`src/rtl/cclut_pkg.sv`:
```
// Shared definitions for the CCLUT pattern RAM loader: widths, word fields,
// and the loader state encoding.
package cclut_pkg;

  localparam int MXADRB = 12;
  localparam int MXDATB = 9;
  localparam int NPAT   = 5;

  localparam int BEND_LSB = 0;
  localparam int BEND_MSB = 4;
  localparam int OFS_LSB  = 5;
  localparam int OFS_MSB  = 8;

  localparam logic [3:0] OFS_ZERO = 4'd7;

  typedef enum logic [2:0] {
    ST_IDLE     = 3'd0,
    ST_WRITE    = 3'd1,
    ST_READ_ADR = 3'd2,
    ST_READ_CAP = 3'd3,
    ST_CLEAR    = 3'd4
  } state_t;

  function automatic logic [MXDATB-1:0] lut_word(input logic [4:0] bend, input logic [3:0] ofs);
    lut_word = {ofs, bend};
  endfunction

endpackage

```
`src/rtl/cclut_lut_loader_if.sv`:
```
// Configuration-bus side of the CCLUT loader: request strobes, read-back,
// status pulses and the write checksum.
interface cclut_lut_loader_if;

  logic                           cfg_wr;
  logic                           cfg_rd;
  logic [2:0]                     cfg_pid;
  logic [cclut_pkg::MXADRB-1:0]   cfg_adr;
  logic [cclut_pkg::MXDATB-1:0]   cfg_wdata;
  logic                           clr_start;
  logic [cclut_pkg::MXDATB-1:0]   cfg_rdata;
  logic                           cfg_ack;
  logic                           cfg_err;
  logic                           busy;
  logic                           clr_done;
  logic [15:0]                    cfg_cksum;

  modport master (
    output cfg_wr, cfg_rd, cfg_pid, cfg_adr, cfg_wdata, clr_start,
    input  cfg_rdata, cfg_ack, cfg_err, busy, clr_done, cfg_cksum
  );

  modport slave (
    input  cfg_wr, cfg_rd, cfg_pid, cfg_adr, cfg_wdata, clr_start,
    output cfg_rdata, cfg_ack, cfg_err, busy, clr_done, cfg_cksum
  );

endinterface

```
`src/rtl/cclut_lut_loader.sv`:
```
// Host-side writer / read-back / zero-fill sequencer for the CCLUT pattern RAMs.
// Optional running write checksum enabled by defining CCLUT_CKSUM_EN.
module cclut_lut_loader
  import cclut_pkg::*;
(
  input  logic                     clock,
  input  logic                     reset,
  cclut_lut_loader_if.slave        cfg,
  output logic [NPAT-1:0]          ram_we,
  output logic [MXADRB-1:0]        ram_adr,
  output logic [MXDATB-1:0]        ram_wdata,
  input  logic [NPAT*MXDATB-1:0]   ram_rdata
);

  state_t              r_state, w_state_nxt;
  logic [NPAT-1:0]     r_ram_we, w_we_nxt;
  logic [MXADRB-1:0]   r_ram_adr, w_adr_nxt;
  logic [MXDATB-1:0]   r_ram_wdata, w_wdata_nxt;
  logic [MXDATB-1:0]   r_rdata, w_rdata_nxt;
  logic [2:0]          r_pid, w_pid_nxt;
  logic                r_ack, w_ack_nxt;
  logic                r_err, w_err_nxt;
  logic                r_done, w_done_nxt;

  logic w_idle, w_pid_ok, w_take_clr, w_take_wr, w_take_rd, w_clr_last;

  // Request arbitration: clear beats write beats read; everything else is rejected
  assign w_idle     = (r_state == ST_IDLE);
  assign w_pid_ok   = (cfg.cfg_pid < 3'(NPAT));
  assign w_take_clr = w_idle & cfg.clr_start;
  assign w_take_wr  = w_idle & ~cfg.clr_start & cfg.cfg_wr & w_pid_ok;
  assign w_take_rd  = w_idle & ~cfg.clr_start & ~cfg.cfg_wr & cfg.cfg_rd & w_pid_ok;
  assign w_clr_last = (r_ram_adr == {MXADRB{1'b1}});

  always_comb begin
    if (w_idle)
      w_err_nxt = (cfg.clr_start & (cfg.cfg_wr | cfg.cfg_rd))
                | (~cfg.clr_start & cfg.cfg_wr & (cfg.cfg_rd | ~w_pid_ok))
                | (~cfg.clr_start & ~cfg.cfg_wr & cfg.cfg_rd & ~w_pid_ok);
    else
      w_err_nxt = cfg.clr_start | cfg.cfg_wr | cfg.cfg_rd;
  end

  always_ff @(posedge clock) begin
    if (reset) r_state <= ST_IDLE;
    else       r_state <= w_state_nxt;
  end

  always_comb begin
    w_state_nxt = r_state;
    case (r_state)
      ST_IDLE: begin
        if      (w_take_clr) w_state_nxt = ST_CLEAR;
        else if (w_take_wr)  w_state_nxt = ST_WRITE;
        else if (w_take_rd)  w_state_nxt = ST_READ_ADR;
      end
      ST_WRITE:    w_state_nxt = ST_IDLE;
      ST_READ_ADR: w_state_nxt = ST_READ_CAP;
      ST_READ_CAP: w_state_nxt = ST_IDLE;
      ST_CLEAR:    if (w_clr_last) w_state_nxt = ST_IDLE;
      default:     w_state_nxt = ST_IDLE;
    endcase
  end

  always_comb begin
    w_we_nxt    = '0;
    w_adr_nxt   = r_ram_adr;
    w_wdata_nxt = r_ram_wdata;
    w_rdata_nxt = r_rdata;
    w_pid_nxt   = r_pid;
    w_ack_nxt   = 1'b0;
    w_done_nxt  = 1'b0;
    case (r_state)
      ST_IDLE: begin
        if (w_take_clr) begin
          w_we_nxt    = '1;
          w_adr_nxt   = '0;
          w_wdata_nxt = '0;
        end else if (w_take_wr) begin
          w_we_nxt    = NPAT'(1) << cfg.cfg_pid;
          w_adr_nxt   = cfg.cfg_adr;
          w_wdata_nxt = cfg.cfg_wdata;
          w_pid_nxt   = cfg.cfg_pid;
          w_ack_nxt   = 1'b1;
        end else if (w_take_rd) begin
          w_adr_nxt   = cfg.cfg_adr;
          w_pid_nxt   = cfg.cfg_pid;
        end
      end
      ST_READ_CAP: begin
        w_rdata_nxt = ram_rdata[32'(r_pid)*MXDATB +: MXDATB];
        w_ack_nxt   = 1'b1;
      end
      ST_CLEAR: begin
        if (w_clr_last) begin
          w_done_nxt = 1'b1;
        end else begin
          w_we_nxt  = '1;
          w_adr_nxt = r_ram_adr + 1'b1;
        end
      end
      default: ;
    endcase
  end

  always_ff @(posedge clock) begin
    if (reset) begin
      r_ram_we    <= '0;
      r_ram_adr   <= '0;
      r_ram_wdata <= '0;
      r_rdata     <= '0;
      r_pid       <= '0;
      r_ack       <= 1'b0;
      r_err       <= 1'b0;
      r_done      <= 1'b0;
    end else begin
      r_ram_we    <= w_we_nxt;
      r_ram_adr   <= w_adr_nxt;
      r_ram_wdata <= w_wdata_nxt;
      r_rdata     <= w_rdata_nxt;
      r_pid       <= w_pid_nxt;
      r_ack       <= w_ack_nxt;
      r_err       <= w_err_nxt;
      r_done      <= w_done_nxt;
    end
  end

`ifdef CCLUT_CKSUM_EN
  logic [15:0] r_cksum;

  // Accumulate once the write cycle has actually completed
  always_ff @(posedge clock) begin
    if (reset)                   r_cksum <= '0;
    else if (w_take_clr)         r_cksum <= '0;
    else if (r_state == ST_WRITE) r_cksum <= r_cksum + {4'b0, r_pid, r_ram_wdata};
  end

  assign cfg.cfg_cksum = r_cksum;
`else
  assign cfg.cfg_cksum = '0;
`endif

  assign ram_we        = r_ram_we;
  assign ram_adr       = r_ram_adr;
  assign ram_wdata     = r_ram_wdata;
  assign cfg.cfg_rdata = r_rdata;
  assign cfg.cfg_ack   = r_ack;
  assign cfg.cfg_err   = r_err;
  assign cfg.clr_done  = r_done;
  assign cfg.busy      = (r_state != ST_IDLE);

endmodule

```
`src/flat_wrapper.sv`:
```
// flat-port wrapper written by rule: the top's interface ports become plain ports
module cclut_lut_loader_flat import cclut_pkg::*;
  (clock, reset, ram_we, ram_adr, ram_wdata, ram_rdata, cfg_cfg_wr, cfg_cfg_rd, cfg_cfg_pid, cfg_cfg_adr, cfg_cfg_wdata, cfg_clr_start, cfg_cfg_rdata, cfg_cfg_ack, cfg_cfg_err, cfg_busy, cfg_clr_done, cfg_cfg_cksum);
  cclut_lut_loader_if cfg_i ();
  input  logic clock;
  input  logic reset;
  output logic [NPAT-1:0] ram_we;
  output logic [MXADRB-1:0] ram_adr;
  output logic [MXDATB-1:0] ram_wdata;
  input  logic [NPAT*MXDATB-1:0] ram_rdata;
  input wire logic [$bits(cfg_i.cfg_wr)-1:0] cfg_cfg_wr;
  input wire logic [$bits(cfg_i.cfg_rd)-1:0] cfg_cfg_rd;
  input wire logic [$bits(cfg_i.cfg_pid)-1:0] cfg_cfg_pid;
  input wire logic [$bits(cfg_i.cfg_adr)-1:0] cfg_cfg_adr;
  input wire logic [$bits(cfg_i.cfg_wdata)-1:0] cfg_cfg_wdata;
  input wire logic [$bits(cfg_i.clr_start)-1:0] cfg_clr_start;
  output wire logic [$bits(cfg_i.cfg_rdata)-1:0] cfg_cfg_rdata;
  output wire logic [$bits(cfg_i.cfg_ack)-1:0] cfg_cfg_ack;
  output wire logic [$bits(cfg_i.cfg_err)-1:0] cfg_cfg_err;
  output wire logic [$bits(cfg_i.busy)-1:0] cfg_busy;
  output wire logic [$bits(cfg_i.clr_done)-1:0] cfg_clr_done;
  output wire logic [$bits(cfg_i.cfg_cksum)-1:0] cfg_cfg_cksum;
  assign cfg_i.cfg_wr = cfg_cfg_wr;
  assign cfg_i.cfg_rd = cfg_cfg_rd;
  assign cfg_i.cfg_pid = cfg_cfg_pid;
  assign cfg_i.cfg_adr = cfg_cfg_adr;
  assign cfg_i.cfg_wdata = cfg_cfg_wdata;
  assign cfg_i.clr_start = cfg_clr_start;
  assign cfg_cfg_rdata = cfg_i.cfg_rdata;
  assign cfg_cfg_ack = cfg_i.cfg_ack;
  assign cfg_cfg_err = cfg_i.cfg_err;
  assign cfg_busy = cfg_i.busy;
  assign cfg_clr_done = cfg_i.clr_done;
  assign cfg_cfg_cksum = cfg_i.cfg_cksum;
  cclut_lut_loader u_core (.clock(clock), .reset(reset), .cfg(cfg_i), .ram_we(ram_we), .ram_adr(ram_adr), .ram_wdata(ram_wdata), .ram_rdata(ram_rdata));
endmodule
```
`config.mk`:
```
export PLATFORM = sky130hd
export DESIGN_NAME = cclut_lut_loader_flat
export DESIGN_NICKNAME = d
export VERILOG_FILES = /design/src/rtl/cclut_pkg.sv /design/src/rtl/cclut_lut_loader_if.sv /design/src/rtl/cclut_lut_loader.sv /design/src/flat_wrapper.sv
export SDC_FILE = /design/constraint.sdc
export NUM_CORES = 1
export LEC_CHECK = 0
export CAP_MARGIN = 10
export CORE_MARGIN = 2
export CORE_UTILIZATION = 40
export CTS_BUF_LIST = sky130_fd_sc_hd__clkbuf_4 sky130_fd_sc_hd__clkbuf_8
export CTS_CLUSTER_DIAMETER = 50
export DETAILED_ROUTE_END_ITERATION = 10
export PLACE_DENSITY = 0.91
export SYNTH_ARGS = -nofsm -noshare
export SYNTH_HDL_FRONTEND = slang
export SYNTH_SLANG_ARGS = --single-unit
```
`constraint.sdc`:
```
create_clock -name clock -period 2 [get_ports clock]
set_clock_uncertainty 0.1 [all_clocks]
set_input_delay 0.3 -clock clock [delete_from_list [all_inputs] [get_ports clock]]
set_output_delay 0.3 -clock clock [all_outputs]
set_load 0.02 [all_outputs]
```
==> results of run 1 <==
registers in the layout (all words and copies together), names as in the netlist:
register              count
u_core.cfg.cfg_rdata      9
u_core.cfg.cfg_err        1
u_core.ram_adr           12
u_core.r_pid              3
u_core.r_state            3
u_core.ram_wdata          9
u_core.ram_we             5
u_core.cfg.clr_done       1
u_core.cfg.cfg_ack        1
path summary, 6_finish.rpt:
path,start,endpoint,slack [ps],cells past startpoint
setup reg to reg,u_core.r_pid[0]$_SDFFE_PP0P_,u_core.cfg.cfg_rdata[0]$_SDFFE_PP0P_,150,4
setup / recovery,u_core.r_state[0]$_SDFFE_PP0P_,cfg_busy,90,4
hold reg to reg,u_core.ram_wdata[5]$_SDFFE_PP0P_,u_core.ram_wdata[5]$_SDFFE_PP0P_,380,2
hold / removal,u_core.ram_wdata[5]$_SDFFE_PP0P_,u_core.ram_wdata[5]$_SDFFE_PP0P_,380,2
power groups by stage:
stage / clock network, mW / registers, mW / logic, mW
floorplan: 0 / 1.12 / 0.409
global placement: 0 / 1.03 / 0.905
detailed placement: 0 / 1.03 / 0.925
CTS: 0.583 / 1.01 / 0.928
global route: 0.609 / 1.03 / 1.00
finish: 0.568 / 1.01 / 0.938
per-stage QoR:
stage           util  std cells
2_1_floorplan      -        293
3_3_place_gp   0.631        476
3_5_place_dp   0.631        476
4_1_cts        0.647        484
5_1_grt        0.648        484
6_report       0.648        484
final cells by class:
| cell class | count | area (um2) |
|---|---|---|
| clock buffer | 5 | 68.8 |
| clock inverter | 3 | 23.8 |
| fill | 485 | 2050 |
| inverter | 5 | 18.8 |
| multi-input combinational | 210 | 1340 |
| sequential | 44 | 881 |
| tap | 75 | 93.8 |
| timing repair buffer | 142 | 1350 |
worst min-delay path, cell delays in order, from the launching register on:
cell and delay (ps):
dfxtp_1 320, nand3_1 60, a21oi_1 60
kinds of logic after synthesis:
logic type                 after synthesis  share of synthesized area
and+or+nand+nor                        111                      0.239
AOI/OAI and AO/OA                       68                      0.186
DFF                                     44                      0.371
buffers and inverters                   39                     0.0912
muxes                                   12                     0.0981
xor gates and xnor gates                 2                    0.00739
adders and majority gates                1                    0.00527
other                                    1                    0.00158
layer usage:
layer | GRT usage | up-vias | share of wire
met3 | 0.0722 | 14 | 0.089
met1 | 0.255 | 1219 | 0.37
met4 | 0.0932 | 0 | 0.017
met2 | 0.419 | 150 | 0.52
li1 | - | 1259 | -
met5 | 0 | - | 0
cell usage in the layout, fill, tap and decap left out, types with 2 or more instances in the layout:
master	count
nand3_1	15
a221oi_1	12
inv_1	4
nand4_1	4
a21o_1	2
and3_1	5
mux4_2	9
nor4_1	3
clkinvlp_4	2
nand3b_1	3
or3_1	2
clkdlybuf4s50_1	111
nor3_1	21
buf_4	30
mux2i_1	3
clkbuf_8	5
dfxtp_1	44
nand2_1	23
a311oi_1	2
a31oi_1	2
a211oi_1	4
conb_1	16
o21ai_0	6
nor2_1	24
xnor2_1	2
a21oi_1	31
what timing repair did:
action / CTS / global route
endpoints found under the setup margin: 1 / 11
pin swaps: 0 / 1
gates resized for setup: 1 / 2
==> metrics.csv, run 1 <==
stage,metric,value,unit
synth,Synth top area share,0.371,
setup_path,Critical Path End Type,output port,
placed_design,DP Worst Slack,-93.0,ps
synth,ys async rst share,0,
floorplanning,Die Ht,81.0,um
sta,RSZ-0062 raised after global routing,true,
finish,Area Growth Syn to Fin,58.8,%
route,Initial DRT Pass Iterations,4,
power,Max VDD drop,0.369,mV
synth,"Seq/Total Area, Yosys",0.371,
sta,Final WS setup,85.6,ps
synth,syn_area_per_cell,8.53,um2
placed_design,dpl cell area,3670,um2
cts,Longest Clk Path Bufs,2,
sta,WHS,375,ps
synth,main flop type after synthesis,dfxtp_1,
run,Max Cap Viol,0,
setup_path,Arrival @ worst endpoint,1510,ps
floorplanning,die area,6560,um2
sta,crit path time final,1910,ps
floorplanning,Die X,81.0,um
synth,Cell variety after synth,46,
run_status,status,completed,
finish,fin area,3770,um2
setup_path,critical path startpoint category,register,
cts,clk_lat worst skew,300,ps
cts,clock-pin slew on the worst setup and hold paths,90,ps
setup_path,Crit-path slowest cell,dlygate4sd2_1,
cts,CTS root buf,clkbuf_8,
synth,top-count cell post-synth,dfxtp_1,
hold_path,Hold Crit Class,register to register,
sta,Final Hold Viols,0,
synth,Synth Instances,278,
setup_path,"slowest stage delay, CP",350,ps
setup_path,CP bufs+invs,3,
finish,layout cell share with drive strength beyond 1,0.132,
sta,fmax,522,MHz
sta,final setup TNS,0,ps
finish,antenna diode count,0,
route,antenna-violating nets left,0,
finish,final-stage net count,483,
cts,# clock sinks,44,
cts,Post-CTS Setup Bufs,0,
placed_design,number of port buffers,112,
global_route,first-pass GRT wire length,11900,um
global_route,largest net degree at the start of global routing,23,
floorplanning,FP Rows,28,
setup_path,crit-path cells,buf_4 > nor3_1 > inv_1 > dlygate4sd2_1,
cts,CTS buffer count,5,
synth,Commonest cells post-synth,"dfxtp_1 (44), a21oi_1 (31), nor2_1 (24)",
route,total number of vias,2642,
setup_path,Crit Path Class,register to output port,
power,switching pwr,0.844,mW
sta,Final Cycle Share,0.957,
floorplanning,core area,5820,um2
power,Cell Pwr Density,669,nW/um2
global_route,GR Overflow Total,0,
route,WL/cell,15.7,um
power,total internal power,1.68,mW
synth,#FFs+latches synth,44,
floorplanning,Initial Util,0.408,
power,Pwr Total,2.52,mW
sta,max-slew violations,0,
sta,Rel. slew slack,0.554,
placed_design,HPWL after DPL,5850,um
power,leakage power,1.41,nW
floorplanning,# IOs,129,
cts,H-tree levels,2,
synth,Synthesis Warnings,0,
power,Seq pwr share,0.402,
route,drt total wl,7580,um
power,Net Sw Frac,0.335,
route,initial drt markers,113,
setup_path,"Largest delay share family, worst path",buffers and inverters,
setup_path,Crit Path Max Fanout,9,
cts,Post-CTS Hold Fix Bufs,0,
sta,count of final setup violators,0,
synth,Mapped Area,2370,um2
cts,TritonCTS clock tree,built,
synth,"EDFF count, synth",0,
global_route,Tot GR Track Use,0.233,
global_route,vias in the first global route,2667,
power,power share of the clock group,0.225,
setup_path,Critical Path RT,1600,ps
synth,Yosys top cell by area,dfxtp_1,
global_route,initial antenna violation count,0,
placed_design,routability congestion estimate,0.916,
route,DRC Markers,0,
route,routed vias/inst,5.46,
synth,top post-synthesis cells by area,"dfxtp_1 (37%), mux4_2 (8.5%), a21oi_1 (6.5%)",
sta,worst slew pin tran,666,ps
power,Comb pwr share,0.372,
Note: power is estimated with default switching activity, not from simulation.
==> run 2: changes to the inputs <==
Settings changed: CORE_UTILIZATION 40 to 36, PLACE_DENSITY 0.91 to 0.87.
Clock period 2 ns to 1.64 ns, I/O delays scaled along.
==> run 2 against run 1 <==
Effect of this change: global-route usage hardly changed; first-iteration DRC count is 29% higher; flip-flop and latch count stayed put; design area is 14% higher; count of clock-buffer cells in the layout is 1 higher; non-clock buffer count is 37 higher; the run now ends with setup timing left; critical path depth is 3 higher; critical endpoint is now u_core.ram_adr[6]$_SDFFE_PP0P_; utilization is 2.9 points higher; setup slack worse by 260 ps; combinational power is 55% higher; via count is 11% higher; sequential power is 22% higher.
==> metrics.csv, run 2 (synthesis results as in run 1) <==
stage,metric,value,unit
run_status,status,finished with violations,
run_status,failing checks,setup timing,
cts,CTS buffer count,5,
finish,layout cell share with drive strength beyond 1,0.286,
floorplanning,core area,6350,um2
hold_path,WHS Endpoint,u_core.ram_we[3]$_SDFF_PP0_,
finish,post-layout util,0.676,
cts,H-tree levels,2,
placed_design,number of port buffers,112,
floorplanning,Initial Util,0.374,
sta,Final Cycle Share,1.11,
finish,fillers,490,
floorplanning,Die X,85.2,um
sta,Final Hold Viols,0,
route,antenna-violating nets left,0,
sta,Final WS setup,-177,ps
cts,CTS root buf,clkbuf_8,
cts,TritonCTS clock tree,built,
cts,# clock sinks,44,
power,Cell Pwr Density,778,nW/um2
finish,final-stage net count,522,
setup_path,Crit Reg-Reg Startpoint,u_core.ram_adr[0]$_SDFFE_PP0P_,
sta,max-slew violations,0,
setup_path,Crit-path slowest cell,dfxtp_4,
finish,"commonest cells after routing, fill and taps aside","clkdlybuf4s50_1 (93), buf_4 (58), dfxtp_1 (37), a21oi_1 (25), nand2_1 (23)",
cts,Post-CTS Hold Fix Bufs,0,
cts,clock-pin slew on the worst setup and hold paths,90,ps
hold_path,hold path cells,4,
route,Initial DRT Pass Iterations,4,
cts,Longest Clk Path Bufs,2,
placed_design,DP Worst Slack,-416,ps
floorplanning,Die Ht,85.2,um
setup_path,Crit Path Max Fanout,6,
global_route,Tot GR Track Use,0.233,
route,WL/cell,17.5,um
sta,count of final setup violators,13,
global_route,vias in the first global route,2927,
route,routed vias/inst,5.61,
route,drt total wl,9160,um
route,DRC Markers,0,
sta,fmax,550,MHz
finish,"most common cell after layout, fill and taps aside",clkdlybuf4s50_1,
setup_path,"slowest stage delay, CP",370,ps
setup_path,Arrival @ worst endpoint,1920,ps
setup_path,R2R setup slack,-180,ps
power,leakage power,1.78,nW
setup_path,Critical Path RT,1740,ps
setup_path,crit-path cells,ha_4 > nand4_1 > nor4_4 > buf_6 > a21o_4 > a221oi_2 > nor3_1,
cts,clk_lat worst skew,300,ps
sta,worst slew pin tran,503,ps
setup_path,Critical Path End Type,register,
hold_path,Hold Crit Class,input pin to register,
global_route,largest net degree at the start of global routing,23,
hold_path,hold path start,cfg_cfg_pid[0],
floorplanning,FP Rows,29,
sta,crit path time final,1820,ps
global_route,initial antenna violation count,0,
sta,RSZ-0062 raised after global routing,true,
finish,antenna diode count,0,
global_route,GR Overflow Total,0,
placed_design,HPWL after DPL,6580,um
floorplanning,die area,7250,um2
setup_path,Reg2Reg Depth,7,
power,Max VDD drop,0.492,mV
run,Max Cap Viol,0,
route,initial drt markers,146,
finish,max reg flops,12,
sta,Rel. slew slack,0.663,
global_route,first-pass GRT wire length,13700,um
floorplanning,# IOs,129,
setup_path,R2R Path End,u_core.ram_adr[6]$_SDFFE_PP0P_,
setup_path,Crit Path Class,register to register,
placed_design,routability congestion estimate,0.950,
finish,Area Growth Syn to Fin,81.1,%
setup_path,critical path startpoint category,register,
route,total number of vias,2939,
## run 2: cell count changes in the layout (fill, tap and decap cells not counted), moves of 7 or more
cell and delta:
a221oi_2 +8, a221oi_1 -8, clkdlybuf4s50_1 -18, buf_6 +8, dlygate4sd2_1 +12, buf_4 +28
dfxtp_1 -7
## run 2: area by class of cell
| cell class | instances | area (um2) | share of cell area |
|---|---|---|---|
| Timing Repair Buffer | 179 | 1660 | 0.386 |
| Clock buffer | 6 | 76.3 | 0.0178 |
| Sequential cell | 44 | 895 | 0.208 |
| Tap cell | 77 | 96.3 | 0.0224 |
| Inverter | 5 | 18.8 | 0.00437 |
| Clock inverter | 1 | 5.00 | 0.00117 |
| Multi-Input combinational cell | 212 | 1550 | 0.360 |
## run 2: how the worst max path moves through the flow
stage | start | end | cells past startpoint
after floorplan | u_core.ram_adr[1]$_SDFFE_PP0P_ | u_core.ram_adr[3]$_SDFFE_PP0P_ | 7
after global placement | cfg_cfg_pid[1] | u_core.ram_adr[11]$_SDFFE_PP0P_ | 7
after detailed placement | cfg_cfg_pid[1] | u_core.ram_adr[9]$_SDFFE_PP0P_ | 6
after CTS | u_core.r_state[1]$_SDFFE_PP0P_ | u_core.ram_adr[0]$_SDFFE_PP0P_ | 7
after global routing | u_core.ram_adr[0]$_SDFFE_PP0P_ | u_core.ram_adr[6]$_SDFFE_PP0P_ | 7
final | u_core.ram_adr[0]$_SDFFE_PP0P_ | u_core.ram_adr[6]$_SDFFE_PP0P_ | 7
## run 2: layer usage
metal	wire length (um)	GRT usage	vias up
met1	3230	0.252	1373
met4	330	0.0866	0
li1	-	-	1334
met5	0	0	-
met2	4770	0.433	197
met3	826	0.0603	35
## run 2: per-stage QoR
step,total power [mW],TNS (ps),cell area [um2],hold WS (ps),cells
after floorplan,1.90,-886,2490,282,293
after global placement,2.52,-6820,3970,355,508
after detailed placement,2.56,-8980,3970,365,508
after CTS,3.24,-910,4130,376,518
after global routing,3.48,-2370,4300,345,524
final,3.34,-1090,4300,344,524
## run 2: what timing repair did
action	4_1_cts	5_1_grt
buffers inserted	2	6
resized for setup	34	30
setup endpoints to repair	35	33
pin swaps	9	15
cloned	2	0
## run 2: power by group
part | total, mW | internal, mW | switching, mW | leakage (nW)
clock network | 0.667 | 0.307 | 0.360 | 0.0445
registers | 1.23 | 1.17 | 0.0546 | 0.363
logic | 1.45 | 0.721 | 0.730 | 1.37
total | 3.34 | 2.20 | 1.14 | 1.78
## run 2: worst max-delay path: cells and delay by family, from the launching register on
kind                       cells  cell delay [ps]
AOI/OAI and AO/OA              2              190
adders and majority gates      1              140
buffers and inverters          1              180
DFF                            1              370
and+or+nand+nor                3              730
